### config.mk
export PLATFORM = sky130hd
export DESIGN_NAME = reg_file_seq
export DESIGN_NICKNAME = d
export VERILOG_FILES = /design/src/rtl/reg_file_seq_pkg.sv /design/src/rtl/reg_bank_core.sv /design/src/rtl/reg_file_seq.sv
export SDC_FILE = /design/constraint.sdc
export NUM_CORES = 1
export LEC_CHECK = 0
export BUFFER_PORTS_ARGS = -buffer_cell sky130_fd_sc_hd__buf_2
export CORE_MARGIN = 2
export CORE_UTILIZATION = 47
export CTS_BUF_LIST = sky130_fd_sc_hd__clkbuf_4
export CTS_CLUSTER_DIAMETER = 60
export DETAILED_ROUTE_END_ITERATION = 7
export GPL_TIMING_DRIVEN = 1
export PLACE_DENSITY = 0.82
export SLEW_MARGIN = 10
export SYNTH_ARGS = -nofsm -noshare
export SYNTH_HDL_FRONTEND = slang
export SYNTH_SLANG_ARGS = --single-unit
### constraint.sdc
create_clock -name Clk -period 3.2 [get_ports Clk]
set_input_delay 0.32 -clock Clk [delete_from_list [all_inputs] [get_ports Clk]]
set_output_delay 0.32 -clock Clk [all_outputs]
set_load 0.05 [all_outputs]
### src/rtl/reg_file_seq_pkg.sv
// Shared sizes and FSM encoding for the sequenced register file.
// Imported by the register bank and the sequencer.
package reg_file_seq_pkg;
   localparam int DATA_W = 8;
   localparam int ADDR_W = 3;
   localparam int NREG   = 8;

   typedef enum logic [1:0] {
      IDLE   = 2'd0,
      MOV_RD = 2'd1,
      MOV_WR = 2'd2,
      CLR    = 2'd3
   } state_t;
endpackage

### src/rtl/reg_bank_core.sv
// Eight-register storage with a single write port.
// Every register is a flop driven straight onto the output bus.
module reg_bank_core
   import reg_file_seq_pkg::*;
(
   input  logic                          Clk,
   input  logic                          Rst,
   input  logic                          we,
   input  logic [ADDR_W-1:0]             waddr,
   input  logic [DATA_W-1:0]             wdata,
   output logic [NREG-1:0][DATA_W-1:0]   regs
);

   always_ff @(posedge Clk or posedge Rst) begin
      if (Rst) begin
         regs <= '0;
      end else if (we) begin
         regs[waddr] <= wdata;
      end
   end

endmodule

### src/rtl/reg_file_seq.sv
// Register file sequencer: single writes, two-cycle moves and
// an eight-cycle clear-all, all funnelled through one write port.
module reg_file_seq
   import reg_file_seq_pkg::*;
(
   input  logic              Clk,
   input  logic              Rst,
   input  logic              WrEn,
   input  logic [ADDR_W-1:0] WrAddr,
   input  logic [DATA_W-1:0] WrData,
   input  logic              MovEn,
   input  logic [ADDR_W-1:0] MovSrc,
   input  logic [ADDR_W-1:0] MovDst,
   input  logic              ClrEn,
   input  logic [ADDR_W-1:0] RdAddr,
   output logic [DATA_W-1:0] R0,
   output logic [DATA_W-1:0] R1,
   output logic [DATA_W-1:0] R2,
   output logic [DATA_W-1:0] R3,
   output logic [DATA_W-1:0] R4,
   output logic [DATA_W-1:0] R5,
   output logic [DATA_W-1:0] R6,
   output logic [DATA_W-1:0] R7,
   output logic [ADDR_W-1:0] Sel,
   output logic              Busy,
   output logic              Done
);

   state_t                      state, state_nxt;
   logic [ADDR_W-1:0]           src, src_nxt;
   logic [ADDR_W-1:0]           dst, dst_nxt;
   logic [ADDR_W-1:0]           cnt, cnt_nxt;
   logic [DATA_W-1:0]           temp, temp_nxt;
   logic                        done_nxt;
   logic                        we;
   logic [ADDR_W-1:0]           waddr;
   logic [DATA_W-1:0]           wdata;
   logic [NREG-1:0][DATA_W-1:0] regs;

   reg_bank_core u_bank (
      .Clk   (Clk),
      .Rst   (Rst),
      .we    (we),
      .waddr (waddr),
      .wdata (wdata),
      .regs  (regs)
   );

   assign R0 = regs[0];
   assign R1 = regs[1];
   assign R2 = regs[2];
   assign R3 = regs[3];
   assign R4 = regs[4];
   assign R5 = regs[5];
   assign R6 = regs[6];
   assign R7 = regs[7];

   always_ff @(posedge Clk or posedge Rst) begin
      if (Rst) begin
         state <= IDLE;
         src   <= '0;
         dst   <= '0;
         cnt   <= '0;
         temp  <= '0;
         Sel   <= '0;
         Busy  <= 1'b0;
         Done  <= 1'b0;
      end else begin
         state <= state_nxt;
         src   <= src_nxt;
         dst   <= dst_nxt;
         cnt   <= cnt_nxt;
         temp  <= temp_nxt;
         Sel   <= RdAddr;
         Busy  <= (state_nxt != IDLE);
         Done  <= done_nxt;
      end
   end

   // Commands are only sampled in IDLE; clear beats move beats write.
   always_comb begin
      state_nxt = state;
      src_nxt   = src;
      dst_nxt   = dst;
      cnt_nxt   = cnt;
      temp_nxt  = temp;
      done_nxt  = 1'b0;
      we        = 1'b0;
      waddr     = WrAddr;
      wdata     = WrData;
      unique case (state)
         IDLE: begin
            if (ClrEn) begin
               cnt_nxt   = '0;
               state_nxt = CLR;
            end else if (MovEn) begin
               src_nxt   = MovSrc;
               dst_nxt   = MovDst;
               state_nxt = MOV_RD;
            end else if (WrEn) begin
               we       = 1'b1;
               done_nxt = 1'b1;
            end
         end
         MOV_RD: begin
            temp_nxt  = regs[src];
            state_nxt = MOV_WR;
         end
         MOV_WR: begin
            we        = 1'b1;
            waddr     = dst;
            wdata     = temp;
            done_nxt  = 1'b1;
            state_nxt = IDLE;
         end
         CLR: begin
            we      = 1'b1;
            waddr   = cnt;
            wdata   = '0;
            cnt_nxt = cnt + 3'd1;
            if (cnt == 3'd7) begin
               done_nxt  = 1'b1;
               state_nxt = IDLE;
            end
         end
         default: state_nxt = IDLE;
      endcase
   end

endmodule

==> summary.txt, run 1 <==
Place
  • Port-buffer cells: 93
  • DP HPWL: 6920 µm
  • RD Place Congestion: 0.777

Yosys
  • Syn Nets: 309
  • Mapped Cells: 282
  • Post-synth top flop: dfrtp_1
  • Sequential cell area fraction in the yosys report: 53.3%
  • Post-Syn Area per Cell: 14.7 µm²
  • EDFF count, synth: 0
  • Area contributors post-synth: dfrtp_1 (53%), mux2_2 (17%), mux4_2 (8.7%), nor4_4 (3.6%), mux2_4 (2.9%)
  • FF+latch count, synth: 88
  • Synth Cell Area: 4130 µm²
  • Top cell type by total area after synthesis: dfrtp_1
  • Yosys top cell area share: 53.3%
  • Commonest cells post-synth: dfrtp_1 (88), mux2_2 (62), o21ai_0 (18)
  • Ys async rst share: 100%
  • Most common cell in the netlist: dfrtp_1
  • Yosys warns: 0
  • Yosys cell types: 30

Route
  • Routed vias: 2,749
  • Routed len/inst: 19.8 µm
  • Vias per Instance: 5.55
  • First-pass DRT Iterations: 4
  • Antenna viol nets, final: 0
  • Remaining routing DRC violations: 0
  • DRT iter0 DRCs: 132
  • Total Wirelength: 9790 µm

STA
  • Slew Viols, Final: 0
  • Layout Skew: 0.0133 ns
  • Fmax: 378 MHz
  • Min Tclk post-route: 2.64 ns
  • Fin. Hold Viols: 0
  • Final Cycle Share: 82.6%
  • Fin Setup TNS: 0 ns
  • Relative slew slack: 38.3%
  • RSZ-0062 raised after global routing: false
  • Final setup fails: 0
  • Worst slew pin tran: 0.925 ns

Clock tree
  • Clock latency on the worst-skew pair: 0.45 ns
  • H-tree Lvls: 3
  • Number of setup buffers added after CTS: 0
  • CTS Sinks: 88
  • Post-CTS sizing: 0
  • Clock buffer depth: 2
  • Root buffer cell: clkbuf_4
  • Number of CTS-inserted buffers: 9
  • Clock-pin slew on the worst setup and hold paths: 0.14 ns
  • CTS tree: built

Cells and area
  • Area of the multi-input gates: 1830 µm²
  • Area growth, synth to finish: 18.5%
  • Layout cells sized above 1: 54.3%
  • Number of nets in the layout: 409
  • # fillers: 713
  • Ant. Diodes: 0
  • Reg area: 2200 µm²
  • Layout Utilization: 56.7%

Global routing
  • First-pass GRT wire length: 15,000 µm
  • Vias in the first global route: 2,845
  • Largest net degree at the start of global routing: 55
  • Global route overflow: 0
  • Global router's overall resource usage: 20.7%
  • Antenna violations before repair: 0

Floorplan
  • Die width: 97.8 µm
  • Die height: 97.8 µm
  • IO Count: 94
  • Core area: 8640 µm²
  • Std-Cell Rows: 34
  • Die area: 9560 µm²
  • Starting Density: 47.9%

Job
  • Maxcap violations: 0

Setup path
  • Arr. time, crit path: 2.98 ns
  • Family with the most delay on the worst path: simple AND/OR/NAND/NOR gates
  • Crit-path max FO: 16
  • Crit path required time: 3.54 ns
  • CP Buf/Inv Count: 0
  • Worst Path Class, Setup: flop to flop
  • Crit end category: flop
  • Critical Path Stages: 4
  • Cells along the critical path: mux2i_1 > a21oi_1 > or4_1 > mux2_4
  • Startpoint Class: flop
  • R2R cell count: 4
  • Critical Path Max Stage Delay: 0.85 ns
  • Crit path max-delay cell type: or4_1

Outcome
  • Run status: finished clean

Worst hold path
  • Worst Hold Class: primary input to async pin
what timing repair did:
| item | in CTS | in global routing |
|---|---|---|
| hold endpoints to repair | 3 | 0 |
| hold buffers | 3 | 0 |
| endpoints found under the setup margin | 0 | 0 |
worst paths after layout:
check / from / endpoint / slack [ns]
max: state[0] / u_bank.regs[0] / 0.56
min: Rst / Sel[0] / 0.02
max reg2reg: state[0] / u_bank.regs[0] / 0.56
min reg2reg: temp[1] / temp[1] / 0.50
max in group asynchronous: Rst / u_bank.regs[6] / 2.35
min in group Clk: MovDst[0] / dst[0] / 0.10
metrics by stage:
stage | setup slack, ns | instances | instance area [µm²] | hold slack, ns
3_3_place_gp | 0.695 | 476 | 4710 | 0.428
6_report | 0.558 | 495 | 4900 | 0.0216
4_1_cts | 0.569 | 495 | 4900 | 0.0472
2_1_floorplan | 0.601 | 282 | 4130 | 0.351
5_1_grt | 0.433 | 495 | 4900 | 0.0904
3_5_place_dp | 0.574 | 476 | 4710 | 0.430
state kept, by name (all words and copies together) (netlist names):
register / cells
temp: 8
Done: 1
Sel: 3
dst: 3
src: 3
Busy: 1
cnt: 3
u_bank.regs: 64
state: 2
area by class of cell:
| type | count | area share [%] |
|---|---|---|
| multi-input cells | 173 | 37.4 |
| inverters | 9 | 0.715 |
| clock buffers | 10 | 1.53 |
| well taps | 108 | 2.76 |
| flip-flops and latches | 88 | 45.0 |
| repair buffers | 101 | 10.9 |
| clock inverters | 6 | 1.71 |
layer usage:
metal	up-vias	part of all wire, %	track usage [%]
li1	1238	-	-
met1	1412	44	27.3
met2	85	50	34.0
met3	14	4.9	3.79
met4	0	1.8	8.44
met5	-	0	0
placed cells by master, fill, tap and decap left out:
master / n
buf_2: 93
dfrtp_1: 88
mux2_2: 62
o21ai_0: 18
nand2_1: 17
mux4_2: 16
mux2i_1: 11
clkbuf_4: 10
nor2_1: 8
inv_1: 8
mux2_4: 8
nor4_4: 7
a21oi_1: 5
buf_4: 5
a21o_1: 3
nand3b_1: 3
dlygate4sd3_1: 3
nand2b_1: 2
ha_1: 2
clkinv_1: 2
bufinv_16: 2
xor2_1: 1
nor3_1: 1
nor4b_2: 1
nor2b_1: 1
nor4b_4: 1
nor2_4: 1
or4_1: 1
nor3b_1: 1
o21a_1: 1
or2_2: 1
clkinv_2: 1
o22ai_1: 1
clkinvlp_4: 1
clkinv_4: 1
kinds of logic after synthesis:
group | Yosys count | synth area share (%)
mux | 97 | 31.2
flops | 88 | 53.3
simple gates | 45 | 8.72
compound gates | 28 | 3.66
buf+inv | 21 | 2.36
fa+ha+maj | 2 | 0.605
xor+xnor | 1 | 0.212
Power of run 1 is not shown: default switching activity piles up to over one toggle a cycle in this logic, so the estimate is an artifact.
==> run 2: changes to the inputs <==
--- a/config.mk
+++ b/config.mk
@@ -5,6 +5,7 @@
 export SDC_FILE = /design/constraint.sdc
 export NUM_CORES = 1
 export LEC_CHECK = 0
+export ABC_AREA = 1
 export BUFFER_PORTS_ARGS = -buffer_cell sky130_fd_sc_hd__buf_2
 export CORE_MARGIN = 2
 export CORE_UTILIZATION = 47
@@ -12,7 +13,7 @@
 export CTS_CLUSTER_DIAMETER = 60
 export DETAILED_ROUTE_END_ITERATION = 7
 export GPL_TIMING_DRIVEN = 1
-export PLACE_DENSITY = 0.82
+export PLACE_DENSITY = 0.84
 export SLEW_MARGIN = 10
 export SYNTH_ARGS = -nofsm -noshare
 export SYNTH_HDL_FRONTEND = slang
==> constraint.sdc (replaced) <==
create_clock -name Clk -period 2.2 [get_ports Clk]
set_input_delay 0.22 -clock Clk [delete_from_list [all_inputs] [get_ports Clk]]
set_output_delay 0.22 -clock Clk [all_outputs]
set_load 0.05 [all_outputs]
==> run 2 against run 1 <==
  * Area after synthesis grew 5.2%
  * Global-route usage grew 4.8 points
  * Critical path depth grew 4
  * Final area grew 3.7%
  * Maximum frequency grew 37%
  * Via count grew 57%
  * Critical path type unchanged
==> summary.txt, run 2 <==
Setup path
  • Cells along the critical path: inv_2 > nand3_1 > nand3_2 > nand2_1 > inv_4 > nand2_1 > nand2_1 > nand2_1 (was mux2i_1 > a21oi_1 > or4_1 > mux2_4)
  • Crit-path max FO: 28 (was 16)
  • Critical Path Max Stage Delay: 0.49 ns (was 0.85 ns)
  • Crit path max-delay cell type: dfrtp_1 (was or4_1)
  • CP Buf/Inv Count: 2 (was 0)
  • Most used cell along the critical path: nand2_1
  • Crit end category: flop (unchanged)
  • Family with the most delay on the worst path: simple AND/OR/NAND/NOR gates (unchanged)
  • Crit path required time: 2.54 ns (was 3.54 ns)
  • Arr. time, crit path: 2.27 ns (was 2.98 ns)
  • Startpoint Class: flop (unchanged)
  • Worst Path Class, Setup: flop to flop (unchanged)

Floorplan
  • Core area: 9110 µm² (was 8640 µm²)
  • Die area: 10,000 µm² (was 9560 µm²)
  • Die width: 100 µm (was 97.8 µm)
  • Std-Cell Rows: 35 (was 34)
  • Starting Density: 47.7% (was 47.9%)
  • IO Count: 94 (unchanged)
  • Die height: 100 µm (was 97.8 µm)

Cells and area
  • Non-Filler Instances: 786 (was 495)
  • Reg area: 2200 µm² (unchanged)
  • Area of the multi-input gates: 1900 µm² (was 1830 µm²)
  • Commonest cells after routing, fill and taps aside: nand2_1 (271), nand3_1 (106), buf_2 (93) (was buf_2 (93), dfrtp_1 (88), mux2_2 (62))
  • Layout cells sized above 1: 20.4% (was 54.3%)
  • Largest register FFs: 64 (unchanged)
  • Most common cell after layout, fill and taps aside: nand2_1 (was buf_2)
  • Number of nets in the layout: 697 (was 409)
  • Top flop regs: u_bank.regs (64), temp (8) (unchanged)
  • Most flops, register: u_bank.regs (unchanged)
  • Area growth, synth to finish: 16.8% (was 18.5%)
  • Ant. Diodes: 0 (unchanged)
  • # fillers: 869 (was 713)

Yosys
  • Post-synth top flop: dfrtp_1 (unchanged)
  • Synth Cell Area: 4350 µm² (was 4130 µm²)
  • Top cell type by total area after synthesis: dfrtp_1 (unchanged)
  • Post-Syn Area per Cell: 7.51 µm² (was 14.7 µm²)
  • Synth Area in Compound Gates: 1.90% (was 3.66%)
  • FF+latch count, synth: 88 (unchanged)
  • Mapped Cells: 579 (was 282)
  • Post-Synth Simple-Gate Area: 41.1% (was 8.72%)
  • EDFF count, synth: 0 (unchanged)
  • Yosys cell types: 21 (was 30)
  • Yosys top cell area share: 50.6% (was 53.3%)
  • Area contributors post-synth: dfrtp_1 (51%), nand2_1 (23%), nand3_1 (12%), inv_1 (2.2%), nor2_1 (1.9%) (was dfrtp_1 (53%), mux2_2 (17%), mux4_2 (8.7%), nor4_4 (3.6%), mux2_4 (2.9%))
  • Post-synthesis xor/xnor area fraction: 0% (was 0.212%)
  • Most common cell in the netlist: nand2_1 (was dfrtp_1)
  • Commonest cells post-synth: nand2_1 (271), nand3_1 (106), dfrtp_1 (88) (was dfrtp_1 (88), mux2_2 (62), o21ai_0 (18))
  • Sequential cell area fraction in the yosys report: 50.6% (was 53.3%)
  • Syn Nets: 606 (was 309)
  • Yosys warns: 0 (unchanged)
  • Fraction of the mapped netlist area in adder cells: 0.575% (was 0.605%)
  • Ys async rst share: 100% (unchanged)
  • Largest family of logic cells by synthesized area: simple AND/OR/NAND/NOR gates (was multiplexers)
  • Mux cell area share after synthesis: 0% (was 31.2%)

Clock tree
  • CTS tree: built (unchanged)
  • Clock buffer depth: 2 (unchanged)
  • CTS Sinks: 88 (unchanged)
  • Number of setup buffers added after CTS: 0 (unchanged)
  • Number of CTS-inserted buffers: 9 (unchanged)
  • H-tree Lvls: 3 (unchanged)
  • Clock-pin slew on the worst setup and hold paths: 0.14 ns (about the same)
  • Root buffer cell: clkbuf_4 (unchanged)
  • Clock latency on the worst-skew pair: 0.44 ns (was 0.45 ns)

Pwr
  • Gate power share: 58.5%
  • Cell-internal power: 3820 µW
  • P_sw: 5200 µW
  • Sw Share: 57.6%
  • Clk pwr share: 10.2%
  • Sequential share of power: 31.3%
  • Cell Pwr Density: 1780 nW/µm²
  • Leakage: 0.00294 µW
  • Worst VDD drop: 0.951 mV

Global routing
  • Vias in the first global route: 3,919 (was 2,845)
  • Antenna violations before repair: 0 (unchanged)
  • Largest net degree at the start of global routing: 89 (was 55)
  • Global route overflow: 0 (unchanged)
  • Global router's overall resource usage: 25.4% (was 20.7%)
  • First-pass GRT wire length: 19,800 µm (was 15,000 µm)

STA
  • Worst slew pin tran: 0.498 ns (was 0.925 ns)
  • Final setup fails: 0 (unchanged)
  • RSZ-0062 raised after global routing: false (unchanged)
  • Fmax: 518 MHz (was 378 MHz)
  • Fin. Hold Viols: 0 (unchanged)
  • Min Tclk post-route: 1.93 ns (was 2.64 ns)
  • Layout Skew: 0.0126 ns (was 0.0133 ns)
  • Final WS setup: 0.269 ns (was 0.558 ns)
  • Final Cycle Share: 87.8% (was 82.6%)
  • Fin Setup TNS: 0 ns (unchanged)
  • Relative slew slack: 66.8% (was 38.3%)
  • Slew Viols, Final: 0 (unchanged)

Route
  • DRT iter0 DRCs: 408 (was 132)
  • Antenna viol nets, final: 0 (unchanged)
  • Total Wirelength: 12,300 µm (was 9790 µm)
  • Met1 WL: 4890 µm (was 4270 µm)
  • Routed vias: 4,305 (was 2,749)
  • First-pass DRT Iterations: 5 (was 4)
  • Met3 routed WL: 1150 µm (was 476 µm)
  • Highest metal used: met4 (unchanged)
  • Met2 routed wirelength: 5890 µm (was 4870 µm)
  • Routed len/inst: 15.6 µm (was 19.8 µm)
  • Vias per Instance: 5.48 (was 5.55)
  • Remaining routing DRC violations: 0 (unchanged)

Place
  • Post-place setup slack: 0.361 ns (was 0.574 ns)
  • DP HPWL: 8880 µm (was 6920 µm)
  • Port-buffer cells: 93 (unchanged)
  • RD Place Congestion: 0.971 (was 0.777)
  • Post-placement cell count: 766 (was 476)

Job
  • Maxcap violations: 0 (unchanged)

Worst hold path
  • Worst Hold Class: primary input to flop (was primary input to async pin)

Outcome
  • Run status: finished clean (unchanged)
[run 2: cell count changes after synthesis, sizes merged, moves of 9 or more]
cell	previous run	this run
mux2	70	0
nand2	17	277
nor2	9	28
nand3	0	111
mux4	16	0
inv	9	30
mux2i	11	0
buf	6	15
[run 2: metrics by stage]
stage	util [%]	power (µW)	hold WS, ns	area, µm²
5_1_grt	55.8	9610	0.00477	5080
3_5_place_dp	53.8	8060	0.330	4900
4_1_cts	55.8	8960	0.0161	5080
2_1_floorplan	-	6770	0.251	4350
6_report	55.8	9020	0.0184	5080
3_3_place_gp	53.8	7930	0.330	4900
[run 2: what timing repair did]
item / in CTS / in global routing
setup endpoints to repair: 0 / 0
hold buffers: 4 / 0
endpoints found under the hold margin: 91 / 0
gates resized for setup: 0 / 0
[run 2: kinds of logic after synthesis]
logic type	count (synthesis)
AOI/OAI and AO/OA	16
adders and majority gates	2
buffers and inverters	55
DFF	88
and+or+nand+nor	418
[run 2: metal layers]
metal | vias to the layer above | global-route usage [%]
met2 | 227 | 40.5
met4 | 0 | 9.38
li1 | 2019 | -
met1 | 2027 | 35.2
met5 | - | 0
met3 | 32 | 4.32
[run 2: layout make-up]
cell class                 count  area share [%]
timing repair buffer         104            11.5
tap                          111            2.73
clock buffer                  10            1.48
clock inverter                 6            1.18
multi-input combinational    436            37.3
sequential                    88            43.4
inverter                      31            2.41
[run 2: power groups by stage]
stage | Combinational [µW] | Sequential [µW] | Clock, µW
after floorplan | 2400 | 4360 | 0
after global placement | 5100 | 2830 | 0
after detailed placement | 5220 | 2840 | 0
after CTS | 5240 | 2810 | 919
after global routing | 5710 | 2900 | 1010
final | 5280 | 2820 | 920
[run 2: final timing paths]
check                               start              end  slack (ns)  depth (start not counted)
worst max-delay path             state[0]  u_bank.regs[10]        0.27                          8
worst min-delay path            MovDst[0]           dst[0]        0.02                          3
worst max register to register   state[0]  u_bank.regs[10]        0.27                          8
worst min register to register    temp[6]          temp[6]        0.50                          2
max in group asynchronous             Rst  u_bank.regs[17]        1.40                          4
min in group asynchronous             Rst          temp[7]        0.44                          4
[run 2: tightest hold or removal path, delay by kind of cell]
| kind | cells | cell delay, ns |
|---|---|---|
| compound gates | 1 | 0.07 |
| buf+inv | 2 | 0.13 |
No activity file was read; power rests on OpenSTA's default activity.
==> run 3: changes to the inputs <==
--- a/config.mk
+++ b/config.mk
@@ -6,12 +6,12 @@
 export NUM_CORES = 1
 export LEC_CHECK = 0
 export ABC_AREA = 1
-export BUFFER_PORTS_ARGS = -buffer_cell sky130_fd_sc_hd__buf_2
 export CORE_MARGIN = 2
-export CORE_UTILIZATION = 47
+export CORE_UTILIZATION = 55
 export CTS_BUF_LIST = sky130_fd_sc_hd__clkbuf_4
 export CTS_CLUSTER_DIAMETER = 60
 export DETAILED_ROUTE_END_ITERATION = 7
+export DONT_BUFFER_PORTS = 1
 export GPL_TIMING_DRIVEN = 1
 export PLACE_DENSITY = 0.84
 export SLEW_MARGIN = 10
==> run 3 against run 2 <==
  * First-iteration DRC count down 16%
  * Register-to-register slack worse by 0.07 ns
  * Highest routed layer unchanged
  * Hold slack better by 0.0044 ns
  * Clock-buffer cell count up 1
  * Largest cell class unchanged
  * Sequential share of layout area up 3.7 points
  * Maximum frequency down 3.6%
==> summary.txt, run 3 (synthesis results as in run 2) <==
Floorplan
  • Die area: 8640 µm² (was 10,000 µm²)
  • IO Count: 94 (unchanged)
  • Std-Cell Rows: 32 (was 35)
  • Starting Density: 56.6% (was 47.7%)
  • Die width: 92.9 µm (was 100 µm)
  • Die height: 92.9 µm (was 100 µm)
  • Core area: 7690 µm² (was 9110 µm²)

Global routing
  • Met3 Resource Use GR: 9.11% (was 4.32%)
  • GRT Max-Usage Layer: met2 (unchanged)
  • Vias in the first global route: 3,690 (was 3,919)
  • GR Util met1: 37.7% (was 35.2%)
  • Global route overflow: 0 (unchanged)
  • Global router's overall resource usage: 28.8% (was 25.4%)
  • Largest net degree at the start of global routing: 89 (unchanged)
  • GR Util met2: 43.9% (was 40.5%)
  • Antenna violations before repair: 0 (unchanged)
  • First-pass GRT wire length: 19,000 µm (was 19,800 µm)

Cells and area
  • Area of the multi-input gates: 1900 µm² (unchanged)
  • # fillers: 719 (was 869)
  • Most flops, register: u_bank.regs (unchanged)
  • Most common cell after layout, fill and taps aside: nand2_1 (unchanged)
  • Number of nets in the layout: 613 (was 697)
  • Top flop regs: u_bank.regs (64), temp (8) (unchanged)
  • Largest register FFs: 64 (unchanged)
  • Commonest cells after routing, fill and taps aside: nand2_1 (271), nand3_1 (106), dfrtp_1 (88) (was nand2_1 (271), nand3_1 (106), buf_2 (93))
  • Area growth, synth to finish: 7.68% (was 16.8%)
  • Layout cells sized above 1: 7.63% (was 20.4%)
  • Ant. Diodes: 0 (unchanged)
  • Reg area: 2200 µm² (unchanged)

Route
  • Vias per Instance: 5.65 (was 5.48)
  • Routed len/inst: 17.2 µm (was 15.6 µm)
  • Antenna viol nets, final: 0 (unchanged)
  • Remaining routing DRC violations: 0 (unchanged)
  • Routed vias: 3,910 (was 4,305)
  • Total Wirelength: 11,900 µm (was 12,300 µm)
  • DRT iter0 DRCs: 341 (was 408)
  • First-pass DRT Iterations: 5 (unchanged)

Worst hold path
  • Worst hold endpoint: state[1] (was dst[0])
  • HP Start: ClrEn (was MovDst[0])
  • Worst hold stages: 2 (was 3)
  • Worst Hold Class: primary input to flop (unchanged)

Clock tree
  • CTS tree: built (unchanged)
  • Number of CTS-inserted buffers: 9 (unchanged)
  • CTS Sinks: 88 (unchanged)
  • Clock buffer depth: 2 (unchanged)
  • Root buffer cell: clkbuf_4 (unchanged)
  • Post-CTS sizing: 0 (unchanged)
  • Clock latency on the worst-skew pair: 0.43 ns (was 0.44 ns)
  • Clock-pin slew on the worst setup and hold paths: 0.13 ns (was 0.14 ns)
  • H-tree Lvls: 3 (unchanged)

Setup path
  • Worst Path Class, Setup: flop to flop (unchanged)
  • Crit-path max FO: 28 (unchanged)
  • R2R cell count: 8 (unchanged)
  • Worst R2R Start: state[0] (unchanged)
  • Arr. time, crit path: 2.32 ns (was 2.27 ns)
  • Crit path required time: 2.52 ns (was 2.54 ns)
  • Reg2Reg Capture Point: u_bank.regs[10] (unchanged)
  • Reg2Reg Setup Slack: 0.20 ns (was 0.27 ns)
  • Startpoint Class: flop (unchanged)
  • Crit end category: flop (unchanged)

STA
  • Layout Skew: 0.0131 ns (was 0.0126 ns)
  • RSZ-0062 raised after global routing: false (unchanged)
  • Relative slew slack: 61.0% (was 66.8%)
  • Fin Setup TNS: 0 ns (unchanged)
  • Min Tclk post-route: 2.00 ns (was 1.93 ns)
  • Final Cycle Share: 91.0% (was 87.8%)
  • Final setup fails: 0 (unchanged)
  • Fin. Hold Viols: 0 (unchanged)
  • Fmax: 500 MHz (was 518 MHz)
  • Worst slew pin tran: 0.585 ns (was 0.498 ns)
  • Slew Viols, Final: 0 (unchanged)

Outcome
  • Run status: finished clean (unchanged)

Place
  • Port-buffer cells: 0 (was 93)
  • DP HPWL: 8390 µm (was 8880 µm)
  • RD Place Congestion: 0.948 (was 0.971)

Job
  • Maxcap violations: 0 (unchanged)
-- run 3: cell count changes in the layout (fill, tap and decap cells not counted), sizes merged --
cell / previous run / this run
buf: 100 / 8
dlygate4sd3: 4 / 12
clkinv: 5 / 3
clkbuf: 10 / 11
-- run 3: worst max path at each step --
| stage | from | to | slack [ns] | depth (start not counted) |
|---|---|---|---|---|
| detailed placement | state[0] | u_bank.regs[11] | 0.26 | 8 |
| floorplan | state[1] | u_bank.regs[1] | 0.80 | 7 |
| global placement | state[0] | u_bank.regs[13] | 0.34 | 8 |
| finish | state[0] | u_bank.regs[10] | 0.20 | 8 |
| CTS | state[0] | u_bank.regs[11] | 0.24 | 8 |
| global route | state[1] | u_bank.regs[45] | 0.07 | 7 |
-- run 3: area by class of cell --
type / instances / share of cell area, %
sequential: 88 / 47.0
multi-input combinational: 436 / 40.5
timing repair buffer: 20 / 4.38
tap: 102 / 2.73
inverter: 31 / 2.62
clock buffer: 11 / 1.76
clock inverter: 4 / 0.989
-- run 3: stage by stage --
stage | std cells | worst slack, ns | hold WS, ns | cell area (µm²) | utilization [%]
6_report | 692 | 0.198 | 0.0228 | 4680 | 60.9
5_1_grt | 692 | 0.0653 | 0.0465 | 4680 | 60.9
2_1_floorplan | 579 | 0.803 | 0.251 | 4350 | -
4_1_cts | 692 | 0.242 | 0.00585 | 4680 | 60.9
3_5_place_dp | 665 | 0.263 | 0.251 | 4430 | 57.7
3_3_place_gp | 665 | 0.337 | 0.251 | 4430 | 57.7
-- run 3: worst max-delay path, stage by stage, from the launching register on --
cell	delay, ns
dfrtp_1	0.48
inv_2	0.23
nand3_1	0.16
nand3_2	0.12
nand2_1	0.14
inv_4	0.29
nand2_1	0.28
nand2_1	0.12
nand2_1	0.07
-- run 3: routing by layer --
layer	part of all wire, %	routed length (µm)
met5	0	0
met4	3.7	436
met3	10	1240
met2	46	5420
met1	40	4780
-- run 3: timing repair --
action	4_1_cts	5_1_grt
hold buffers	12	0
hold endpoints to repair	99	0
buffers inserted	0	0
setup endpoints to repair	0	0
Power of run 3 is left out for the same reason.
